`config.mk`:
```
export PLATFORM = sky130hd
export DESIGN_NAME = switch_onehot_pipe
export DESIGN_NICKNAME = d
export VERILOG_FILES = /design/src/rtl/switch_onehot_pipe_pkg.sv /design/src/rtl/switch_onehot_pipe_lane.sv /design/src/rtl/switch_onehot_pipe.sv
export SDC_FILE = /design/constraint.sdc
export NUM_CORES = 1
export LEC_CHECK = 0
export CORE_ASPECT_RATIO = 2
export CORE_MARGIN = 4
export CORE_UTILIZATION = 54
export CTS_BUF_LIST = sky130_fd_sc_hd__clkbuf_4 sky130_fd_sc_hd__clkbuf_8 sky130_fd_sc_hd__clkbuf_16
export CTS_CLUSTER_DIAMETER = 80
export DETAILED_ROUTE_END_ITERATION = 12
export PLACE_DENSITY = 0.88
export SETUP_SLACK_MARGIN = 0.15
export SLEW_MARGIN = 20
export SYNTH_ARGS = -nofsm -noshare
export SYNTH_HDL_FRONTEND = slang
export SYNTH_SLANG_ARGS = --single-unit
```
`constraint.sdc`:
```
create_clock -name clk -period 4.8 [get_ports clk]
set_input_delay 0.96 -clock clk [delete_from_list [all_inputs] [get_ports clk]]
set_output_delay 0.96 -clock clk [all_outputs]
set_load 0.1 [all_outputs]
```
`src/rtl/switch_onehot_pipe_pkg.sv`:
```
// Shared types and helpers for the one-hot crossbar.
// packet_t mirrors the NoC payload type from the shared config.
package switch_onehot_pipe_pkg;

    localparam int PKT_W      = 8;
    localparam int STAGES_MAX = 4;
    localparam int SEL_MAX    = 16;

    typedef logic [PKT_W-1:0] packet_t;

    typedef struct packed {
        logic       zero;
        logic       one;
        logic       multi;
        logic [3:0] idx;
    } onehot_t;

    // Classify a select vector; idx is only meaningful when one is set.
    function automatic onehot_t onehot_status(input logic [SEL_MAX-1:0] sel);
        onehot_t     r;
        int unsigned cnt;
        r   = '0;
        cnt = 0;
        for (int j = 0; j < SEL_MAX; j++) begin
            if (sel[j]) begin
                cnt++;
                r.idx = 4'(j);
            end
        end
        r.zero  = (cnt == 0);
        r.one   = (cnt == 1);
        r.multi = (cnt > 1);
        return r;
    endfunction

endpackage

```
`src/rtl/switch_onehot_pipe_lane.sv`:
```
// One crossbar output: one-hot mux, output pipeline and saturating
// multi-hot error counter.
module switch_onehot_lane
    import switch_onehot_pipe_pkg::*;
#(
    parameter int N         = 5,
    parameter int STAGES    = 1,
    parameter int ERR_CNT_W = 8
) (
    input  logic                 clk,
    input  logic                 reset_n,
    input  logic                 en,
    input  logic [0:N-1]         sel,
    input  packet_t [0:N-1]      data,
    input  logic [0:N-1]         valid,
    input  logic                 err_clr,
    output packet_t              lane_data,
    output logic                 lane_valid,
    output logic                 lane_err,
    output logic [ERR_CNT_W-1:0] err_cnt
);

    typedef struct packed {
        packet_t data;
        logic    err;
    } slot_t;

    logic [SEL_MAX-1:0] sel_w;
    onehot_t            st;
    packet_t            s0_data;
    logic               s0_valid;
    logic               s0_err;

    always_comb begin
        sel_w = '0;
        for (int j = 0; j < N; j++) sel_w[j] = sel[j];
    end

    assign st = onehot_status(sel_w);

    // Multi-hot selects are flagged and never OR-merged onto the output.
    always_comb begin
        s0_data  = '0;
        s0_valid = 1'b0;
        s0_err   = 1'b0;
        if (st.zero) begin
            s0_err = 1'b0;
        end else if (st.one) begin
            for (int j = 0; j < N; j++) begin
                if (st.idx == 4'(j)) begin
                    s0_data  = data[j];
                    s0_valid = valid[j];
                end
            end
        end else if (st.multi) begin
            s0_err = 1'b1;
        end
    end

    if (STAGES == 0) begin : g_comb
        assign lane_data  = s0_data;
        assign lane_valid = s0_valid;
        assign lane_err   = s0_err;
    end else begin : g_regs
        slot_t             pipe [1:STAGES];
        logic [STAGES:1]   vld_pipe;

        always_ff @(posedge clk or negedge reset_n) begin
            if (!reset_n) begin
                for (int k = 1; k <= STAGES; k++) pipe[k] <= '0;
                vld_pipe <= '0;
            end else if (en) begin
                pipe[1]     <= '{data: s0_data, err: s0_err};
                vld_pipe[1] <= s0_valid;
                for (int k = 2; k <= STAGES; k++) begin
                    pipe[k]     <= pipe[k-1];
                    vld_pipe[k] <= vld_pipe[k-1];
                end
            end
        end

        assign lane_data  = pipe[STAGES].data;
        assign lane_valid = vld_pipe[STAGES];
        assign lane_err   = pipe[STAGES].err;
    end

    // Counter tracks stage 0 directly so it is independent of pipeline depth.
    always_ff @(posedge clk or negedge reset_n) begin
        if (!reset_n)
            err_cnt <= '0;
        else if (err_clr)
            err_cnt <= '0;
        else if (en && s0_err && err_cnt != '1)
            err_cnt <= err_cnt + 1'b1;
    end

endmodule

```
`src/rtl/switch_onehot_pipe.sv`:
```
// NxM one-hot crossbar with output pipeline, stall and per-output
// select-error detection; one lane per output.
module switch_onehot_pipe
    import switch_onehot_pipe_pkg::*;
#(
    parameter int N         = 5,
    parameter int M         = 5,
    parameter int STAGES    = 1,
    parameter int ERR_CNT_W = 8
) (
    input  logic                           clk,
    input  logic                           reset_n,
    input  logic                           i_en,
    input  logic [0:M-1][0:N-1]            i_sel,
    input  packet_t [0:N-1]                i_data,
    input  logic [0:N-1]                   i_valid,
    input  logic                           i_err_clr,
    output packet_t [0:M-1]                o_data,
    output logic [0:M-1]                   o_valid,
    output logic [0:M-1]                   o_sel_err,
    output logic [0:M-1][ERR_CNT_W-1:0]    o_err_cnt
);

    if (STAGES > STAGES_MAX) begin : g_bad_stages
        $error("switch_onehot_pipe: STAGES exceeds STAGES_MAX");
    end

    for (genvar i = 0; i < M; i++) begin : g_lane
        switch_onehot_lane #(
            .N         (N),
            .STAGES    (STAGES),
            .ERR_CNT_W (ERR_CNT_W)
        ) u_lane (
            .clk        (clk),
            .reset_n    (reset_n),
            .en         (i_en),
            .sel        (i_sel[i]),
            .data       (i_data),
            .valid      (i_valid),
            .err_clr    (i_err_clr),
            .lane_data  (o_data[i]),
            .lane_valid (o_valid[i]),
            .lane_err   (o_sel_err[i]),
            .err_cnt    (o_err_cnt[i])
        );
    end

endmodule

```
## Word level (Yosys, flattened, before mapping)

Index checks and enable logic that the tools add are counted.
Widths: inputs -> output; s select.

| cells by class | value |
|---|---|
| $add $sub $neg | 25 |
| $lt $le $gt $ge | 5 |
| equal/unequal tests | 30 |
| mux-type cells | 140 |
| reductions and logical operators | 25 |

Operator list:

| cell | number |
|---|---|
| $mux 32 | 20 |
| $add 32x1->32 const B | 15 |
| $mux 8 | 45 |
| $eq 32x1->1 const B | 5 |
| $gt 32x1->1 const B | 5 |
| $logic_not 32->1 | 5 |
| $mux 1 | 60 |
| $mux 4 | 15 |
| $add 8x1->8 const B | 5 |
| $eq 4x2->1 const B | 10 |
| $ne 8x8->1 const B | 5 |
| $eq 4x1->1 const B | 5 |
| $eq 4x3->1 const B | 5 |
| $logic_not 4->1 | 5 |
| $add 1x1->2 const B | 5 |
| $logic_and 1x1->1 | 10 |
| $reduce_bool 2->1 | 5 |

| storage, ports and cells | value |
|---|---|
| register bits | 90 |
| bits of input ports | 74 |
| logic and storage cells | 245 |

## Logic depth before layout (Yosys ltp)

Gate-level depths: netlist of run 1.

| logic depth | value |
|---|---|
| depth in word-level cells | 17 |
| depth in mapped cells | 15 |
| depth with buffers taken out | 14 |

## Modules after synthesis

Synthesis of run 1 repeated with hierarchy kept, for this count alone.

| unflattened totals | value |
|---|---|
| cells, all modules | 885 |
| area total of the unflattened synthesis | 7,310.8 µm² |

Modules (own cells, without submodules):

| module | times used | cells an instance | area an instance (µm²) | sequential area each (µm²) |
|---|---|---|---|---|
| switch_onehot_lane (g_lane[0].u_lane ...) | 4 | 173 | 1,407.6 | 450.4 |
| switch_onehot_lane (g_lane[4].u_lane) | 1 | 193 | 1,680.4 | 450.4 |

## Least setup slack after synthesis of run 1

No wires, ideal clock.

| path | value |
|---|---|
| path kind | input to register |
| start | in i_sel[23] (netlist name) |
| end | reg g_lane[0].u_lane.err_cnt[5] |
| library setup time | 78 ps |
| arrival time | 4,292 ps |
| required time | 4,722 ps |
| slack | 430 ps |
| stages | 13 |
| buffers on the path | 1 |
| cell sequence | clkbuf_1 -> inv_1 -> ha_1 -> xnor2_1 -> inv_1 -> ha_1 -> mux2_2 -> ha_1 -> nand3b_1 -> a2111oi_4 -> nor3_2 -> a31o_1 -> a21oi_1 |

| on the way | value |
|---|---|
| word-level cells in the longest chain between the ends | 14 |

RTL lines:

| item | RTL line | RTL |
|---|---|---|
| start, declared | switch_onehot_pipe.sv:14 | `input logic [0:M-1][0:N-1] i_sel,` |
| $mux 32 * | switch_onehot_pipe_pkg.sv:25 | `if (sel[j]) begin` |
| $add 32x1->32 | switch_onehot_pipe_pkg.sv:26 | `cnt++;` |
| $mux 32 * | switch_onehot_pipe_pkg.sv:25 |  |
| $add 32x1->32 | switch_onehot_pipe_pkg.sv:26 |  |
| $mux 32 * | switch_onehot_pipe_pkg.sv:25 |  |
| $add 32x1->32 | switch_onehot_pipe_pkg.sv:26 |  |
| $mux 32 * | switch_onehot_pipe_pkg.sv:25 |  |
| $gt 32x1->1 | switch_onehot_pipe_pkg.sv:32 | `r.multi = (cnt > 1);` |
| $mux 1 | switch_onehot_pipe_lane.sv:55 | `end else if (st.multi) begin` |
| $mux 1 | switch_onehot_pipe_lane.sv:48 | `end else if (st.one) begin` |
| $mux 1 * | switch_onehot_pipe_lane.sv:46 | `if (st.zero) begin` |
| $logic_and 1x1->1 * (2 in a row) | switch_onehot_pipe_lane.sv:93 | `else if (en && s0_err && err_cnt != '1)` |
| $reduce_bool 2->1 (no source line) * | -- |  |
| end signal, assigned | switch_onehot_pipe_lane.sv:94 | `err_cnt <= err_cnt + 1'b1;` |
| end, declared | switch_onehot_pipe_lane.sv:20 | `output logic [ERR_CNT_W-1:0] err_cnt` |

Mark *: on every way between the ends. The rest lies on a longest branch, timed or not.
A chain may end at the register's enable or synchronous reset.

## Worst setup path after layout of run 1

Same ends and word-level chain as after synthesis.

==> results of run 1 <==
-- layout make-up --
class | count | area (µm²) | share of cell area
Multi-Input combinational cell | 655 | 4453 | 0.4836
Sequential cell | 90 | 2252 | 0.2446
Timing Repair Buffer | 182 | 1762 | 0.1913
Inverter | 67 | 251.5 | 0.02731
Clock buffer | 10 | 232.7 | 0.02528
Tap cell | 152 | 190.2 | 0.02065
Clock inverter | 6 | 66.31 | 0.007202
-- worst max-delay path, delay by kind of cell --
family	cells	cell delay, ns
compound gates	3	1.00
xor+xnor	1	0.23
fa+ha+maj	3	1.02
buf+inv	3	0.63
mux	1	0.30
simple gates	2	0.38
-- routing by layer --
metal / routed length (µm) / share of wire / track usage / up-vias
li1: - / - / - / 3381
met1: 8079 / 0.36 / 0.3014 / 3363
met2: 11910 / 0.53 / 0.5339 / 316
met3: 1229 / 0.055 / 0.03396 / 86
met4: 1217 / 0.054 / 0.1621 / 0
met5: 0 / 0 / 0 / -
-- power by group --
part,internal [mW],switching [mW]
combinational,0.373,0.904
clock,0.410,0.297
sequential,0.823,0.0521
total,1.61,1.25
-- worst paths after layout --
path | start | end | slack (ns)
max in group asynchronous | reset_n | g_lane[3].u_lane.err_cnt[7]$_DFFE_PN0P_ | 3.25
hold / removal | g_lane[0].u_lane.lane_err$_DFFE_PN0P_ | g_lane[0].u_lane.lane_err$_DFFE_PN0P_ | 0.50
setup reg to reg | g_lane[1].u_lane.err_cnt[0]$_DFFE_PN0P_ | g_lane[1].u_lane.err_cnt[6]$_DFFE_PN0P_ | 2.77
setup / recovery | i_sel[23] | g_lane[0].u_lane.err_cnt[5]$_DFFE_PN0P_ | 0.52
min in group asynchronous | reset_n | g_lane[4].u_lane.lane_data[6]$_DFFE_PN0P_ | 0.69
hold reg to reg | g_lane[0].u_lane.lane_err$_DFFE_PN0P_ | g_lane[0].u_lane.lane_err$_DFFE_PN0P_ | 0.50
-- logic make-up (layout without fill, tap and decap cells) --
group                      after synthesis  after routing  share of synthesized area
DFF                                     90             90                     0.3100
muxes                                   96             96                     0.1383
and+or+nand+nor                        274            274                     0.1929
adders and majority gates               28             28                    0.04823
buffers and inverters                  131            265                    0.07699
xor gates and xnor gates                29             29                    0.03496
AOI/OAI and AO/OA                      228            228                     0.1986
-- state kept, by name (all words and copies together) (netlist names) --
signal                    count
g_lane.u_lane.lane_valid      5
g_lane.u_lane.err_cnt        40
g_lane.u_lane.lane_data      40
g_lane.u_lane.lane_err        5
-- placed cells by master, fill, tap and decap left out, drive strengths merged, types with 3 or more instances in the layout --
master,n
a211oi,4
a21o,5
a21oi,43
a22oi,8
a31o,7
a31oi,5
and2,8
and3,5
buf,22
clkbuf,10
clkdlybuf4s50,160
clkinvlp,3
dfrtp,90
ha,28
inv,68
mux2,15
mux2i,79
nand2,84
nand2b,12
nand3,30
nand3b,3
nand4,21
nand4b,3
nor2,52
nor2b,13
nor3,5
nor3b,5
nor4,9
o211ai,11
o21a,3
o21ai,87
o22ai,28
o2bb2ai,3
o31ai,8
or3,5
or4,7
xnor2,24
xor2,5
-- per-stage QoR --
step | instances | instance area [µm²] | util | setup slack [ns] | power, mW
after floorplan | 876 | 7264 | - | 0.4299 | 1.805
after detailed placement | 1146 | 8914 | 0.6822 | 0.2685 | 2.153
final | 1162 | 9208 | 0.7047 | 0.5247 | 2.860
after CTS | 1162 | 9213 | 0.7051 | 0.5407 | 2.862
after global routing | 1162 | 9208 | 0.7047 | 0.3695 | 2.978
after global placement | 1146 | 8914 | 0.6822 | 0.3730 | 2.129
==> impl_metrics.json, run 1 <==
{
  "grt_pass1_wl_um": 35230,
  "min_period_ns": 4.275,
  "hold_violations": 0,
  "grt_max_degree": 65,
  "cts_sinks": 90,
  "slew_viol_final": 0,
  "diodes": 0,
  "outcome": "completed",
  "drt_first_pass_iters": 5,
  "grt_pass1_vias": 6922,
  "fill_cells": 1035,
  "finalSetupViolCount": 0,
  "post-synth-top-area-cell": "dfrtp_1",
  "io_buffers": 163,
  "endpoint_kind": "register",
  "synth-edff-count": 0,
  "ir_worst_vdd_v": 0.0001753,
  "dp_hpwl_um": 17310,
  "post_synth_num_cell_types": 69,
  "vias_per_cell": 6.150,
  "fin_crit_sh": 0.8907,
  "antenna_found_initial": 0,
  "drt_iter0_markers": 469,
  "synth_commonest_cells": "dfrtp_1, o21ai_0, nand2_1, mux2i_1, inv_1",
  "cts_setup_buffers": 0,
  "dieArea_mm2": 0.01549,
  "wl_per_cell_um": 19.31,
  "slowest_stage": "a2111oi_4",
  "areaGrowthSynthToFinish_pct": 26.75,
  "drv_cap": 0,
  "synth.cell_area_mm2": 0.007264,
  "num_rows": 59,
  "hold_buffers": 0,
  "fin_skew_ns": 0.003415,
  "rsz0062_at_grt": "false",
  "ys_ff_latch": 90,
  "ys_seq_area_frac": 0.3100,
  "core_mm2": 0.01307,
  "cts_buffer_depth": 2,
  "required_ns": 5.06,
  "worstPathArrival_ns": 4.53,
  "synth_top_area_share": 0.3100,
  "ys_top_cells_by_area": "dfrtp_1, mux2i_1, o21ai_0",
  "synthCells": 876,
  "layout-drive-gt1-share": 0.07030,
  "hold_slack_ns": 0.4997,
  "path_clk_slew_ns": 0.06,
  "worst_skew_pair.late_latency_ns": 0.33,
  "max_clock_freq_ghz": 0.2339,
  "power_density_mw_per_mm2": 310.6,
  "crit_top_cell": "ha_1",
  "hp-class": "register to register",
  "root_buffer": "clkbuf_16",
  "ys_warn_count": 0,
  "num-nets-final": 1107,
  "num_vias": 7146,
  "synth-main-ff-cell": "dfrtp_1",
  "ios": 164,
  "cts_buffers": 9,
  "antenna_left": 0,
  "syn_area_per_cell_um2": 8.293,
  "async_flop_share": 1.000,
  "drt-total-wl_um": 22440,
  "drc": 0,
  "postCtsResizedCells": 0,
  "yosysMostFrequentCell": "dfrtp_1",
  "hold_depth": 1,
  "die_y_um": 172.0,
  "die_w_um": 90.02,
  "max-slew-margin-rel": 0.3018,
  "p_leak_nw": 3.826,
  "start_kind": "primary input",
  "start_util": 0.5560,
  "grt_use_total": 0.2825,
  "tightest_slew_ns": 1.044,
  "overflow": 0,
  "slowest_delay_ns": 0.64,
  "h-tree-depth": 3,
  "syn_nets": 978,
  "cts_tree": "yes",
  "gp_congestion": 1.036,
  "cp_max_fo": 7,
  "path_cells": "clkdlybuf4s50_1, inv_1, ha_1, xnor2_1, inv_1, ha_1, mux2_2, ha_1, nand3b_1, a2111oi_4, nor3_2, a31o_1, a21oi_1",
  "tns_ns": 0,
  "reg2reg_depth": 5,
  "path_class": "primary input to register"
}
Note: power is estimated with default switching activity, not from simulation.
==> run 2, diff against run 1 <==
- ABC_CLOCK_PERIOD_IN_PS: default -> 4800
- RECOVER_POWER: default -> 50
==> run 2 against run 1 <==
  * The flow now finishes with violations (capacitance limit, slew limit)
  * Sequential power is essentially flat
  * Final cell count is the same
  * Wire length grew 0.12%
  * Via count is essentially flat
  * Global-route usage is the same
  * Worst hold slack lost 0.0056 ns
  * Combinational power is essentially flat
  * Total power shrank 0.65%
  * Critical endpoint unchanged
  * Highest routed layer unchanged
==> impl_metrics.json, run 2 (synthesis results as in run 1) <==
{
  "clkPwrFrac": 0.249,
  "areaGrowthSynthToFinish_pct": 26.66,
  "finalSetupViolCount": 0,
  "cp_max_fo": 7,
  "cts_buffers": 9,
  "dp_slack_ns": 0.2685,
  "antenna_found_initial": 0,
  "path_clk_slew_ns": 0.06,
  "ir_worst_vdd_v": 0.0001760,
  "drt_iter0_markers": 447,
  "fin_cells": 1162,
  "outcome": "finished with violations",
  "dp_hpwl_um": 17310,
  "internal_power_mw": 1.589,
  "slew_viol_final": 65,
  "ios": 164,
  "die_w_um": 90.02,
  "num_vias": 7142,
  "max_clock_freq_ghz": 0.2340,
  "violations": "capacitance limit, slew limit",
  "cts_sinks": 90,
  "fin_skew_ns": 0.003144,
  "drv_cap": 1,
  "grt_max_degree": 65,
  "cts_buffer_depth": 2,
  "tightest_slew_ns": 3.380,
  "die_y_um": 172.0,
  "fill_cells": 1036,
  "drc": 0,
  "power.total_mw": 2.841,
  "postCtsResizedCells": 0,
  "rsz0062_at_grt": "false",
  "fin_crit_sh": 0.8905,
  "root_buffer": "clkbuf_16",
  "dpl_cell_area_mm2": 0.008914,
  "grt_pass1_vias": 6922,
  "num_rows": 59,
  "h-tree-depth": 3,
  "p_seq_frac": 0.307,
  "worst_slack_ns": 0.5256,
  "dp.cells": 1146,
  "antenna_left": 0,
  "diodes": 0,
  "grt_pass1_wl_um": 35230,
  "endpoint_kind": "register",
  "max-slew-margin-rel": -1.253,
  "fin_area_mm2": 0.009201,
  "worst_skew_pair.late_latency_ns": 0.34,
  "layout_commonest_cell": "clkdlybuf4s50_1",
  "tns_ns": 0,
  "layout-drive-gt1-share": 0.06931,
  "power_density_mw_per_mm2": 308.8,
  "cts_tree": "yes",
  "gp_congestion": 1.036,
  "hold_buffers": 0,
  "final_cell_mix": "clkdlybuf4s50_1, dfrtp_1, nand2_1, o21ai_0, mux2i_1",
  "worstPathArrival_ns": 4.53,
  "grt_use_total": 0.2825,
  "dieArea_mm2": 0.01549,
  "comb_power_share": 0.444,
  "cts_setup_buffers": 0,
  "overflow": 0,
  "start_kind": "primary input",
  "core_mm2": 0.01307,
  "vias_per_cell": 6.146,
  "fin_util": 0.7042,
  "drt_first_pass_iters": 7,
  "io_buffers": 163,
  "required_ns": 5.05,
  "wl_per_cell_um": 19.33,
  "drt-total-wl_um": 22460,
  "p_leak_nw": 3.940,
  "switchingPower_mw": 1.252,
  "path_class": "primary input to register",
  "min_period_ns": 4.274,
  "hold_violations": 0,
  "hold_slack_ns": 0.4942,
  "num-nets-final": 1107,
  "swShare": 0.4406,
  "hp-class": "register to register",
  "start_util": 0.5560
}
[run 2: cell types whose count changed in the layout (fill, tap and decap cells not counted)]
cell,previous run,this run
clkbuf_1,0,1
clkdlybuf4s50_1,160,115
buf_4,20,18
clkbuf_2,0,1
dlygate4sd3_1,0,45
[run 2: power by group through the flow]
stage,clock (mW),combinational (mW),sequential (mW)
after detailed placement,0,1.26,0.888
after floorplan,0,0.561,1.24
after global routing,0.751,1.33,0.880
after CTS,0.716,1.27,0.875
after global placement,0,1.24,0.886
final,0.708,1.26,0.873
[run 2: cell type report]
cell class              instances  area, µm²  area share
clock inverters                 6      66.31    0.007207
clock buffers                  10      232.7     0.02529
inverters                      67      251.5     0.02733
multi-input cells             655       4453      0.4840
well taps                     152      190.2     0.02067
repair buffers                182       1755      0.1908
flip-flops and latches         90       2252      0.2448
[run 2: final timing paths]
| path | start | end | slack (ns) | cells after the start |
|---|---|---|---|---|
| worst max-delay path | i_sel[23] | g_lane[0].u_lane.err_cnt[5]$_DFFE_PN0P_ | 0.53 | 13 |
| worst min-delay path | g_lane[0].u_lane.lane_err$_DFFE_PN0P_ | g_lane[0].u_lane.lane_err$_DFFE_PN0P_ | 0.49 | 1 |
| worst max register to register | g_lane[1].u_lane.err_cnt[0]$_DFFE_PN0P_ | g_lane[1].u_lane.err_cnt[6]$_DFFE_PN0P_ | 2.77 | 5 |
| worst min register to register | g_lane[0].u_lane.lane_err$_DFFE_PN0P_ | g_lane[0].u_lane.lane_err$_DFFE_PN0P_ | 0.49 | 1 |
| max in group asynchronous | reset_n | g_lane[2].u_lane.err_cnt[4]$_DFFE_PN0P_ | 1.02 | 2 |
| min in group asynchronous | reset_n | g_lane[4].u_lane.lane_data[6]$_DFFE_PN0P_ | 1.74 | 1 |
[run 2: worst max-delay path, cell delays in order]
cell and delay [ns]:
clkdlybuf4s50_1 0.50, inv_1 0.06, ha_1 0.34, xnor2_1 0.23, inv_1 0.07, ha_1 0.38, mux2_2 0.30, ha_1 0.30
nand3b_1 0.22, a2111oi_4 0.64, nor3_2 0.16, a31o_1 0.24, a21oi_1 0.12
[run 2: per-layer routing]
layer  global-route usage  vias up  wire, µm
met5                    0        -         0
li1                     -     3380         -
met3              0.03396       85      1268
met2               0.5339      318     11930
met1               0.3014     3359      8053
met4               0.1621        0      1213
